## src/rtl/fp_normalize_round.sv

```systemverilog
// fp_normalize_round: normalize-and-round stage after the FP add/sub datapath.
// Normalizes one bit per cycle, rounds to nearest-even and packs the
// single-precision result together with overflow/underflow/exception flags.
//
// state | meaning
// IDLE  | waiting for an input beat, in_ready high
// NORM  | shifting mantissa toward bit 26, one position per cycle
// ROUND | round to nearest-even, build the packed result
// DONE  | result presented, waiting for out_ready
module fp_normalize_round #(
  parameter int XLEN = 32
) (
  input  logic            clk,
  input  logic            rst,
  input  logic            in_valid,
  output logic            in_ready,
  input  logic            in_sign,
  input  logic [7:0]      in_exp,
  input  logic [27:0]     in_mant,
  input  logic            in_nan,
  output logic            out_valid,
  input  logic            out_ready,
  output logic [XLEN-1:0] result,
  output logic            overflow,
  output logic            underflow,
  output logic            exception
);

  typedef enum logic [1:0] {IDLE, NORM, ROUND, DONE} state_t;

  state_t          state, state_nxt;
  logic [27:0]     m, m_nxt;
  logic [8:0]      e, e_nxt;
  logic            s, nan;
  logic            ufp, ufp_nxt;

  logic            round_up;
  logic [23:0]     frac_sum;
  logic [8:0]      e_rnd;
  logic [XLEN-1:0] res_nxt;
  logic            ov_nxt, uf_nxt, ex_nxt;

  assign in_ready = (state == IDLE);

  // Rounding datapath; bit 23 of frac_sum is the carry out of the fraction,
  // which only matters when the hidden bit is set (all other paths override it).
  always_comb begin
    round_up = m[2] & (m[1] | m[0] | m[3]);
    frac_sum = {1'b0, m[25:3]} + {23'b0, round_up};
    e_rnd    = frac_sum[23] ? (e + 9'd1) : e;
    res_nxt  = '0;
    ov_nxt   = 1'b0;
    uf_nxt   = 1'b0;
    ex_nxt   = 1'b0;
    if (nan) begin
      res_nxt = 32'h7FC0_0000;
      ex_nxt  = 1'b1;
    end else if (ufp || e_rnd == 9'd0) begin
      res_nxt = {s, 31'b0};
      uf_nxt  = 1'b1;
    end else if (m == 28'd0) begin
      res_nxt = '0;
    end else if (e_rnd >= 9'd255) begin
      res_nxt = {s, 8'hFF, 23'b0};
      ov_nxt  = 1'b1;
    end else begin
      res_nxt = {s, e_rnd[7:0], frac_sum[22:0]};
    end
  end

  // Next-state and working-register updates.
  always_comb begin
    state_nxt = state;
    m_nxt     = m;
    e_nxt     = e;
    ufp_nxt   = ufp;
    case (state)
      IDLE: begin
        if (in_valid) begin
          m_nxt     = in_mant;
          e_nxt     = {1'b0, in_exp};
          ufp_nxt   = 1'b0;
          state_nxt = NORM;
        end
      end
      NORM: begin
        if (nan || m == 28'd0) begin
          state_nxt = ROUND;
        end else if (m[27]) begin
          m_nxt     = {1'b0, m[27:2], m[1] | m[0]};
          e_nxt     = e + 9'd1;
          state_nxt = ROUND;
        end else if (m[26]) begin
          state_nxt = ROUND;
        end else if (e <= 9'd1) begin
          ufp_nxt   = 1'b1;
          state_nxt = ROUND;
        end else begin
          m_nxt = {m[26:0], 1'b0};
          e_nxt = e - 9'd1;
        end
      end
      ROUND: state_nxt = DONE;
      DONE: begin
        if (out_ready) state_nxt = IDLE;
      end
      default: state_nxt = IDLE;
    endcase
  end

  // State and working registers.
  always_ff @(posedge clk or posedge rst) begin
    if (rst) begin
      state <= IDLE;
      m     <= '0;
      e     <= '0;
      ufp   <= 1'b0;
      s     <= 1'b0;
      nan   <= 1'b0;
    end else begin
      state <= state_nxt;
      m     <= m_nxt;
      e     <= e_nxt;
      ufp   <= ufp_nxt;
      if (state == IDLE && in_valid) begin
        s   <= in_sign;
        nan <= in_nan;
      end
    end
  end

  // Registered result, flags and out_valid; held until the consumer accepts.
  always_ff @(posedge clk or posedge rst) begin
    if (rst) begin
      out_valid <= 1'b0;
      result    <= '0;
      overflow  <= 1'b0;
      underflow <= 1'b0;
      exception <= 1'b0;
    end else if (state == ROUND) begin
      out_valid <= 1'b1;
      result    <= res_nxt;
      overflow  <= ov_nxt;
      underflow <= uf_nxt;
      exception <= ex_nxt;
    end else if (state == DONE && out_ready) begin
      out_valid <= 1'b0;
    end
  end

endmodule

```

## config.mk

```make
export PLATFORM = sky130hd
export DESIGN_NAME = fp_normalize_round
export DESIGN_NICKNAME = d
export VERILOG_FILES = /design/src/rtl/fp_normalize_round.sv
export SDC_FILE = /design/constraint.sdc
export NUM_CORES = 1
export LEC_CHECK = 0
export CELL_PAD_IN_SITES_DETAIL_PLACEMENT = 1
export CELL_PAD_IN_SITES_GLOBAL_PLACEMENT = 1
export CORE_MARGIN = 2
export CORE_UTILIZATION = 45
export CTS_CLUSTER_SIZE = 24
export DETAILED_ROUTE_END_ITERATION = 6
export PLACE_DENSITY_LB_ADDON = 0.25
export SYNTH_ARGS = -nofsm -noshare
export SYNTH_HDL_FRONTEND = slang
export SYNTH_SLANG_ARGS = --single-unit
```

## constraint.sdc

```tcl
create_clock -name clk -period 4.29 [get_ports clk]
set_clock_uncertainty 0.15 [all_clocks]
set_input_delay 0.429 -clock clk [delete_from_list [all_inputs] [get_ports clk]]
set_output_delay 0.429 -clock clk [all_outputs]
set_load 0.02 [all_outputs]
```

# Word-level counts from Yosys, hierarchy flattened
# Index checks and enable logic that the tools add are counted.
# totals
reg_bits	78
ramBits	0
rom_bits	0
output_inout_bits	37
latch_bits	0
inputBits	42
n_memories	0
word_cells	84
# op_classes
n_mux	39
add_sub_neg	3
bitwise	3
n_eq_ne	12
multipliers	0
n_reduce_logical	13
div_mod_pow	0
n_lt_le_gt_ge	2
shifts	0
# ops
cell	n
$mux 32	3
$mux 27	3
$mux 28	2
$pmux 28 s2	1
$mux 9	6
$mux 31	1
$logic_not 28->1	1
$add 23x1->24	1
$pmux 9 s2	1
$mux 1	14
$mux 2	6
$ne 2x2->1 const B	6
$add 9x1->9 const B	1
$ge 9x8->1 const B	1
$le 9x1->1 const B	1
$logic_not 9->1	1
$sub 9x1->9 const B	1
$pmux 2 s4	1
$ne 3x3->1 const B	2
$reduce_and 3->1	2
$reduce_and 6->1	1
$ne 5x5->1 const B	1
$reduce_and 5->1	1
$eq 2x2->1 const B	2
8 further kinds	12

# Longest topological paths before layout
# Gate-level depths: netlist (run 1).
# logic_depth
word_depth	10
ltp_mapped	11
mapped_depth_nobuf	8

# Worst setup path before layout (run 1)
# No wires, ideal clock.
# synth_path
kind	register -> register
start	register e[0]
end	register result[23]
path_slack_ps	1758
stages_incl_launch_ff	9
synth_period_minus_slack_ps	2532
required_ps	3993
arrival_time_ps	2235
setup_ps	147
n_path_buf	1
cell_sequence	dfrtp_1 -> ha_1 -> buf_2 -> nand3_1 -> or3_1 -> a2111oi_2 -> a311oi_1 -> nor4_2 -> a211oi_1
# synth_via
elab_chain_cells	7
elab_cells_between_ends	9
cone_classes	add/sub (1); order compare (1); mux (5); reduce/logical (2)
# synth_rtl
item	line_no	source
start: declaration	33	logic [8:0] e, e_nxt;
start signal: assignment	123	e <= e_nxt;
$add 9x1->9	50	e_rnd = frac_sum[23] ? (e + 9'd1) : e;
$mux 9 *	50	
$ge 9x8->1	63	end else if (e_rnd >= 9'd255) begin
$mux 31	63	
$mux 32	61	end else if (m == 28'd0) begin
$mux 32 *	58	end else if (ufp || e_rnd == 9'd0) begin
$mux 32 *	55	if (nan) begin
end signal: assignment	142	result <= res_nxt;
end: declaration	23	output logic [XLEN-1:0] result,
# Every way passes the cells marked *; elsewhere a longest branch is shown, timed or not.
# A chain may end at the register's enable or synchronous reset.

# Final worst setup path (run 1)
# layout_path
start	register e[0]
end	register result[28]
# The elaborated chain is that of the path after synthesis.

==> metrics, run 1 <==
ANT nets after route 0; switching share of power 48.3%; CP Data Arrival Time 3.30 ns; worst skew pair latency 0.36 ns; Synth top cells by count 78 x dfrtp_1, 69 x nor2_1, 48 x nand2_1; via density per instance 6.29; Inst Count DP 711; Pwr Total 4.81 mW; Avg Inst Size Synth 9.23 um^2; RSZ-0062 raised after global routing no; Post-synth EDFFs 0; CP Max Fanout 11; routed wire length 15.1 mm; grt met2 use 39.2%; P_int 2.48 mW; fillcell total 1231; GP Congestion 0.897; ant diodes 0; maximum clock path buffer count 2; dpl ws 1.10 ns; crit path time final 3.24 ns; Final WS setup 1.05 ns; Synth cell types 62; Crit Path Class flip-flop to flip-flop; CP startpoint e[0]; clk sinks 78; MaxCap Viol Count 0; Leakage 2.34 nW; final cell count without fillers 726; area of the multi-input gates 2720 um^2; switching power 2.32 mW; global-route wire length before repair 24.2 mm; Worst-path clk slew 0.08 ns; Final Hold Viols 0; row count 38; largest net degree at the start of global routing 61; count leader, synth dfrtp_1; setup TNS 0 ns; vias in the first global route 4381; power share of the sequential group 34.5%; violated checks DRC; Warnings, synthesis 0; register bit count reported by yosys 78; Worst Setup End Kind flip-flop; gr busiest metal met1; core area 10800 um^2; post-CTS sizing 0; Mapped Area 4970 um^2; fin nets 632; Final setup viols 0; Seq/Total Area, Yosys 39.2%; ys flop type dfrtp_1; Slew @ Worst Pin 0.929 ns; via count 4566; Die Height 109 um; Post-CTS Setup Bufs 0; post-synth net total 589; top cell type's share of synthesized area 39.2%; combinational share of power 52.3%; drt drc 26; final worst path period share 75.6%; Worst Reg2Reg Path Length in Cells 7; run status complete, but fails checks; critical path required time 4.35 ns; FF-to-FF End result[28]; die span in x 109 um; IO Pins 79; wire per inst 20.8 um; pwr dens 805 nW/um^2; Pre-antenna DRT Iters 7; CTS tree yes; DP Wirelength 10.9 mm; clock share of power 13.2%; Rel. slew slack 38.0%; layout cells sized above 1 10.9%; Core Util, Final 55.3%; cell taking the most area after synthesis dfrtp_1; Async SR Flop Fraction 100%; FMAX 308 MHz; die footprint 11900 um^2; level count of the clock H-tree 3; Worst IR Drop VDD 0.000378 V; synth top area cells dfrtp_1 39%, o41ai_2 6.2%, nor2_1 5.2%, a222oi_1 4.8%, a21oi_1 4.3%; Starting Density 46.1%; met3 Usage GRT 3.77%; met1 Use GR 39.8%; Syn Inst Count 539; # hold bufs at CTS 0; flop2flop setup slack 1.05 ns; R2R Path Start e[0]; Final Max Slew Viols 0; port buffer count 78; P&R area growth vs syn 20.1%; gr ovfl total 0; clock tree root buffer cell clkbuf_8; Total GRT Usage 26.6%; 1st-iter DRT viols 455; initial antenna violation count 0; Setup crit start kind flip-flop; register area 1950 um^2; worst min path class primary input to asynchronous set/reset pin; CTS buffer count 9
==> state kept, by name (all words and copies together) (netlist names) <==
signal	count
m	28
underflow	1
nan	1
s	1
out_valid	1
ufp	1
state	2
exception	1
e	9
result	32
overflow	1
==> power groups by stage <==
stage	logic (mW)	clock network (mW)	registers, mW
2_1_floorplan	1.91	0	1.42
3_3_place_gp	2.39	0	1.63
3_5_place_dp	2.50	0	1.65
4_1_cts	2.52	0.641	1.64
5_1_grt	2.76	0.671	1.72
6_report	2.51	0.633	1.66
==> per-stage QoR <==
stage	hold slack [ns]	cell area [um^2]
2_1_floorplan	0.349	4970
3_3_place_gp	0.313	5750
3_5_place_dp	0.315	5750
4_1_cts	0.235	5970
5_1_grt	0.271	5970
6_report	0.229	5970
==> cell usage in the layout, fill, tap and decap left out, drive strengths merged, types with 7 or more instances in the layout <==
cell type | synthesis | routed
clkbuf | 30 | 12
nand2 | 49 | 49
inv | 14 | 14
o21ai | 7 | 7
a21oi | 43 | 43
nand3 | 14 | 14
a222oi | 24 | 24
ha | 8 | 8
nor3 | 8 | 8
o41ai | 23 | 23
clkdlybuf4s50 | 0 | 78
nand4 | 12 | 12
a211oi | 8 | 8
nor4 | 15 | 15
mux2 | 8 | 8
dfrtp | 78 | 78
buf | 25 | 9
xnor2 | 13 | 13
xor2 | 19 | 19
nor2 | 71 | 71
==> worst max path at each step <==
stage,end,slack (ns)
final,result[28],1.05
after global routing,result[28],0.76
after CTS,result[28],1.05
after detailed placement,result[28],1.10
after global placement,result[28],1.27
after floorplan,e[0],1.72
==> kinds of logic (layout without fill, tap and decap cells) <==
logic type	Yosys count	after routing	share of synthesized area, %
xor gates and xnor gates	32	32	5.64
buffers and inverters	70	117	6.47
AOI/OAI and AO/OA	150	150	25.5
and+or+nand+nor	190	190	18.7
muxes	11	11	2.42
DFF	78	78	39.2
adders and majority gates	8	8	2.01
==> layout make-up <==
class	count	area share [%]
flip-flops and latches	78	32.7
repair buffers	87	14.2
well taps	140	2.93
clock buffers	12	2.60
clock inverters	3	1.13
inverters	15	0.943
multi-input cells	391	45.5
==> layer usage <==
layer	wire [um]	vias up
met4	276	0
met3	1110	24
li1	-	2089
met2	6980	186
met1	6770	2267
met5	0	-
==> worst max-delay path, cell delays in order, from the launching register on <==
cell       delay [ns]
dfrtp_1          0.54
ha_1             0.37
nand3_1          0.21
or3_1            0.48
a2111oi_2        0.45
a311oi_1         0.24
nor4_2           0.54
a211oi_1         0.11
Power figures use the tool's default switching activity.
==> run 2: changes to the inputs <==
--- a/config.mk
+++ b/config.mk
@@ -8,7 +8,7 @@
 export CELL_PAD_IN_SITES_DETAIL_PLACEMENT = 1
 export CELL_PAD_IN_SITES_GLOBAL_PLACEMENT = 1
 export CORE_MARGIN = 2
-export CORE_UTILIZATION = 45
+export CORE_UTILIZATION = 41
 export CTS_CLUSTER_SIZE = 24
 export DETAILED_ROUTE_END_ITERATION = 6
 export PLACE_DENSITY_LB_ADDON = 0.25
==> constraint.sdc (replaced) <==
create_clock -name clk -period 3.15 [get_ports clk]
set_clock_uncertainty 0.15 [all_clocks]
set_input_delay 0.315 -clock clk [delete_from_list [all_inputs] [get_ports clk]]
set_output_delay 0.315 -clock clk [all_outputs]
set_load 0.02 [all_outputs]
==> run 2 against run 1 <==
Against the previous run:
- the run still ends with DRC left
- sequential power is 34% higher
- via count increased by 1.7%
- count of clock-buffer cells in the layout shrank 1
- non-clock buffer count rose by 9
- largest cell class unchanged
==> metrics, run 2 (synthesis results as in run 1) <==
CP delay by family, top compound AO/OA/AOI/OAI gates; crit-path cells nand4_1, nor3_1, a311oi_1, a311oi_1, nor2_2, buf_12, o41ai_1; Pwr Total 6.79 mW; # hold bufs at CTS 0; fin nets 641; initial antenna violation count 0; setup TNS 0 ns; row count 40; fillcell total 1351; P&R area growth vs syn 23.4%; Die Height 114 um; run status complete, but fails checks; clock tree root buffer cell clkbuf_16; Worst Setup End Kind flip-flop; CP Max Fanout 24; Setup crit start kind flip-flop; Final Hold Viols 0; IO Pins 79; Largest register FFs 32; clk sinks 78; Final Max Slew Viols 0; Rel. slew slack 40.1%; ANT nets after route 0; GP Congestion 0.891; WP buf/inv 1; Pre-antenna DRT Iters 7; via count 4644; critical path's slowest cell dfrtp_1; Starting Density 41.8%; die footprint 13000 um^2; pwr dens 1110 nW/um^2; MaxCap Viol Count 0; most frequent cells in the layout 78 x dfrtp_1, 78 x clkdlybuf4s50_1, 69 x nor2_1; 1st-iter DRT viols 540; CP Data Arrival Time 2.98 ns; Worst-path clk slew 0.06 ns; Inst Count DP 727; largest net degree at the start of global routing 42; final cell count without fillers 743; crit-path max cell delay 0.53 ns; crit path time final 2.94 ns; core area 11900 um^2; Slew @ Worst Pin 0.890 ns; maximum clock path buffer count 2; layout cells sized above 1 12.4%; routed wire length 15.6 mm; port buffer count 78; level count of the clock H-tree 3; via density per instance 6.25; Post-CTS Setup Bufs 0; wire per inst 20.9 um; RSZ-0062 raised after global routing no; vias in the first global route 4616; Total GRT Usage 24.9%; worst skew pair latency 0.35 ns; post-CTS sizing 0; critical path required time 3.20 ns; die span in x 114 um; Regs by FF count result: 32 flops, m: 28 flops, e: 9 flops; Final setup viols 0; worst min path class primary input to asynchronous set/reset pin; gr ovfl total 0; global-route wire length before repair 25.5 mm; drt drc 19; FMAX 340 MHz; largest reg by FF count result; CTS buffer count 9; Worst IR Drop VDD 0.000406 V; CTS tree yes; Crit Path Class flip-flop to flip-flop; final worst path period share 93.3%; Leakage 2.42 nW; Crit path top cell by count a311oi_1; violated checks DRC; DP Wirelength 10.9 mm; ant diodes 0
==> run 2: cell types whose count changed in the layout (fill, tap and decap cells not counted), sizes merged <==
cell      change
clkinvlp      +1
bufinv        -2
clkinv        +2
clkbuf        -1
buf           +9
inv           +1
==> run 2: per-layer routing <==
| metal | track usage [%] | wire length [um] | vias up |
|---|---|---|---|
| met2 | 37.5 | 7120 | 153 |
| met4 | 9.19 | 335 | 0 |
| met5 | 0 | 0 | - |
| met3 | 4.02 | 875 | 28 |
| met1 | 36.2 | 7220 | 2346 |
| li1 | - | - | 2117 |
==> run 2: report_power, final <==
group,internal [mW],switching [mW],leakage [nW]
sequential,1.46,0.762,0.922
combinational,1.52,2.05,1.36
clock,0.555,0.436,0.132
==> run 2: final timing paths <==
path / slack, ns / from / cells past startpoint / to
max: 0.21 / m[5] / 7 / result[6]
min: 0.22 / rst / 2 / out_valid
max reg2reg: 0.21 / m[5] / 7 / result[6]
min reg2reg: 0.34 / out_valid / 2 / out_valid
max in group asynchronous: 1.81 / rst / 3 / m[9]
min in group clk: 0.34 / out_valid / 2 / out_valid
==> run 2: cell type report <==
type	instances	area (um^2)	area share, %
Sequential cell	78	1950	31.8
Multi-Input combinational cell	391	2720	44.3
Clock inverter	5	33.8	0.550
Tap cell	147	184	3.00
Clock buffer	11	243	3.95
Timing Repair Buffer	96	953	15.5
Inverter	15	56.3	0.917
==> run 2: metrics by stage <==
step / utilization, % / hold WS (ns) / setup slack, ns / cell area [um^2]
after floorplan: - / 0.282 / 0.618 / 4970
after global placement: 49.2 / 0.315 / 0.331 / 5860
after detailed placement: 49.2 / 0.317 / 0.261 / 5860
after CTS: 51.5 / 0.234 / 0.197 / 6140
after global routing: 51.5 / 0.260 / 0.0283 / 6140
final: 51.5 / 0.218 / 0.212 / 6140
==> run 3: changes to the inputs <==
--- a/config.mk
+++ b/config.mk
@@ -7,6 +7,7 @@
 export LEC_CHECK = 0
 export CELL_PAD_IN_SITES_DETAIL_PLACEMENT = 1
 export CELL_PAD_IN_SITES_GLOBAL_PLACEMENT = 1
+export CORE_ASPECT_RATIO = 1.2
 export CORE_MARGIN = 2
 export CORE_UTILIZATION = 41
 export CTS_CLUSTER_SIZE = 24
==> run 3 against run 2 <==
Against the previous run:
- the flow still finishes with violations (DRC)
- worst setup slack got worse by 0.020 ns
- flip-flop and latch count did not move
- clock power rose by 16%
- maximum frequency fell by 0.69%
- cell count rose by 2.7%
==> metrics, run 3 (synthesis results as in run 1) <==
row count 44; critical path required time 3.23 ns; combinational share of power 52.1%; crit-path max cell delay 0.51 ns; flop2flop setup slack 0.19 ns; port buffer count 78; violated checks DRC; vias in the first global route 5047; routed wire length 16.1 mm; fin nets 647; crit-path cells ha_1, nand3_1, or3_1, a2111oi_2, a311oi_1, or2_0, a32o_1; P_int 3.72 mW; drt drc 22; Worst-path clk slew 0.06 ns; setup TNS 0 ns; largest reg by FF count result; Final Max Slew Viols 0; via density per instance 6.10; clk sinks 78; placed cell area 5930 um^2; Slew @ Worst Pin 0.853 ns; run status complete, but fails checks; Worst Setup End Kind flip-flop; core area 11900 um^2; Total GRT Usage 25.6%; Setup crit start kind flip-flop; Crit. path cell count 7; maximum clock path buffer count 2; CP Data Arrival Time 3.03 ns; CTS tree yes; WP buf/inv 0; Inst Count DP 747; DP Wirelength 11.6 mm; Crit Path Class flip-flop to flip-flop; critical path's slowest cell dfrtp_1; worst min path class primary input to asynchronous set/reset pin; final instance area 6260 um^2; Final Hold Viols 0; switching power 3.26 mW; 1st-iter DRT viols 331; RSZ-0062 raised after global routing no; Starting Density 41.6%; Die Height 125 um; clock tree root buffer cell clkbuf_16; CP delay by family, top simple AND/OR/NAND/NOR gates; FMAX 338 MHz; crit path time final 2.96 ns; die span in x 105 um; layout cells sized above 1 13.3%; Worst Reg2Reg Path Length in Cells 7; Pre-antenna DRT Iters 7; largest net degree at the start of global routing 47; Core Util, Final 52.4%; Worst IR Drop VDD 0.000404 V; FF-to-FF End overflow; # hold bufs at CTS 0; initial antenna violation count 0; MaxCap Viol Count 0; level count of the clock H-tree 3; Final setup viols 0; final cell count without fillers 763; Rel. slew slack 42.5%; P&R area growth vs syn 25.8%; pwr dens 1120 nW/um^2; CP startpoint e[1]; most frequent cells in the layout 78 x dfrtp_1, 78 x clkdlybuf4s50_1, 69 x nor2_1; ANT nets after route 0; Leakage 2.47 nW; via count 4651; global-route wire length before repair 26.5 mm; R2R Path Start e[1]; GP Congestion 1.01; dpl ws 0.201 ns; Final WS setup 0.192 ns; power share of the sequential group 31.5%; Pwr Total 6.98 mW; die footprint 13000 um^2; IO Pins 79; switching share of power 46.6%; crit path to overflow; final worst path period share 93.9%; worst hold slack 0.276 ns; ant diodes 0; CP Max Fanout 9; worst skew pair latency 0.34 ns; CTS buffer count 9; clock share of power 16.5%; gr ovfl total 0; Regs by FF count result: 32 flops, m: 28 flops, e: 9 flops; Largest register FFs 32; wire per inst 21.1 um
-- run 3: how the worst min path moves through the flow --
stage                             to  slack, ns  cells past startpoint
after global placement     result[5]       0.32                      2
after floorplan                m[27]       0.28                      2
after global routing      result[11]       0.33                      2
after detailed placement   result[4]       0.32                      2
final                      out_valid       0.28                      2
after CTS                  out_valid       0.30                      2
-- run 3: layout make-up --
| cell class | instances | area, um^2 |
|---|---|---|
| timing repair buffer | 102 | 998 |
| clock inverter | 5 | 81.3 |
| clock buffer | 11 | 243 |
| sequential | 78 | 1950 |
| inverter | 15 | 56.3 |
| multi-input combinational | 391 | 2730 |
| fill | 1375 | 5690 |
| tap | 161 | 201 |
-- run 3: worst register-to-register path, delay by kind of cell (launching register included) --
family / cells / cell delay [ns]
compound gates: 3 / 0.96
simple gates: 3 / 0.98
flops: 1 / 0.51
fa+ha+maj: 1 / 0.24
-- run 3: power by group through the flow --
stage / clock network, mW / registers, mW / logic, mW
2_1_floorplan: 0 / 1.93 / 2.60
3_3_place_gp: 0 / 2.17 / 3.48
3_5_place_dp: 0 / 2.19 / 3.62
4_1_cts: 1.16 / 2.18 / 3.66
5_1_grt: 1.20 / 2.27 / 3.97
6_report: 1.15 / 2.20 / 3.64
-- run 3: routing by layer --
metal	routed length [um]	track usage [%]	vias to the layer above	part of all wire (%)
met5	0	0	-	0
met4	357	9.86	0	2.2
met3	731	4.76	22	4.5
met2	8830	47.1	144	55
met1	6180	29.1	2367	38
li1	-	-	2118	-
-- run 3: timing repair --
item,CTS,global route
setup endpoints to repair,0,6
setup buffers,0,0
resized for setup,0,1
endpoints found under the hold margin,0,0
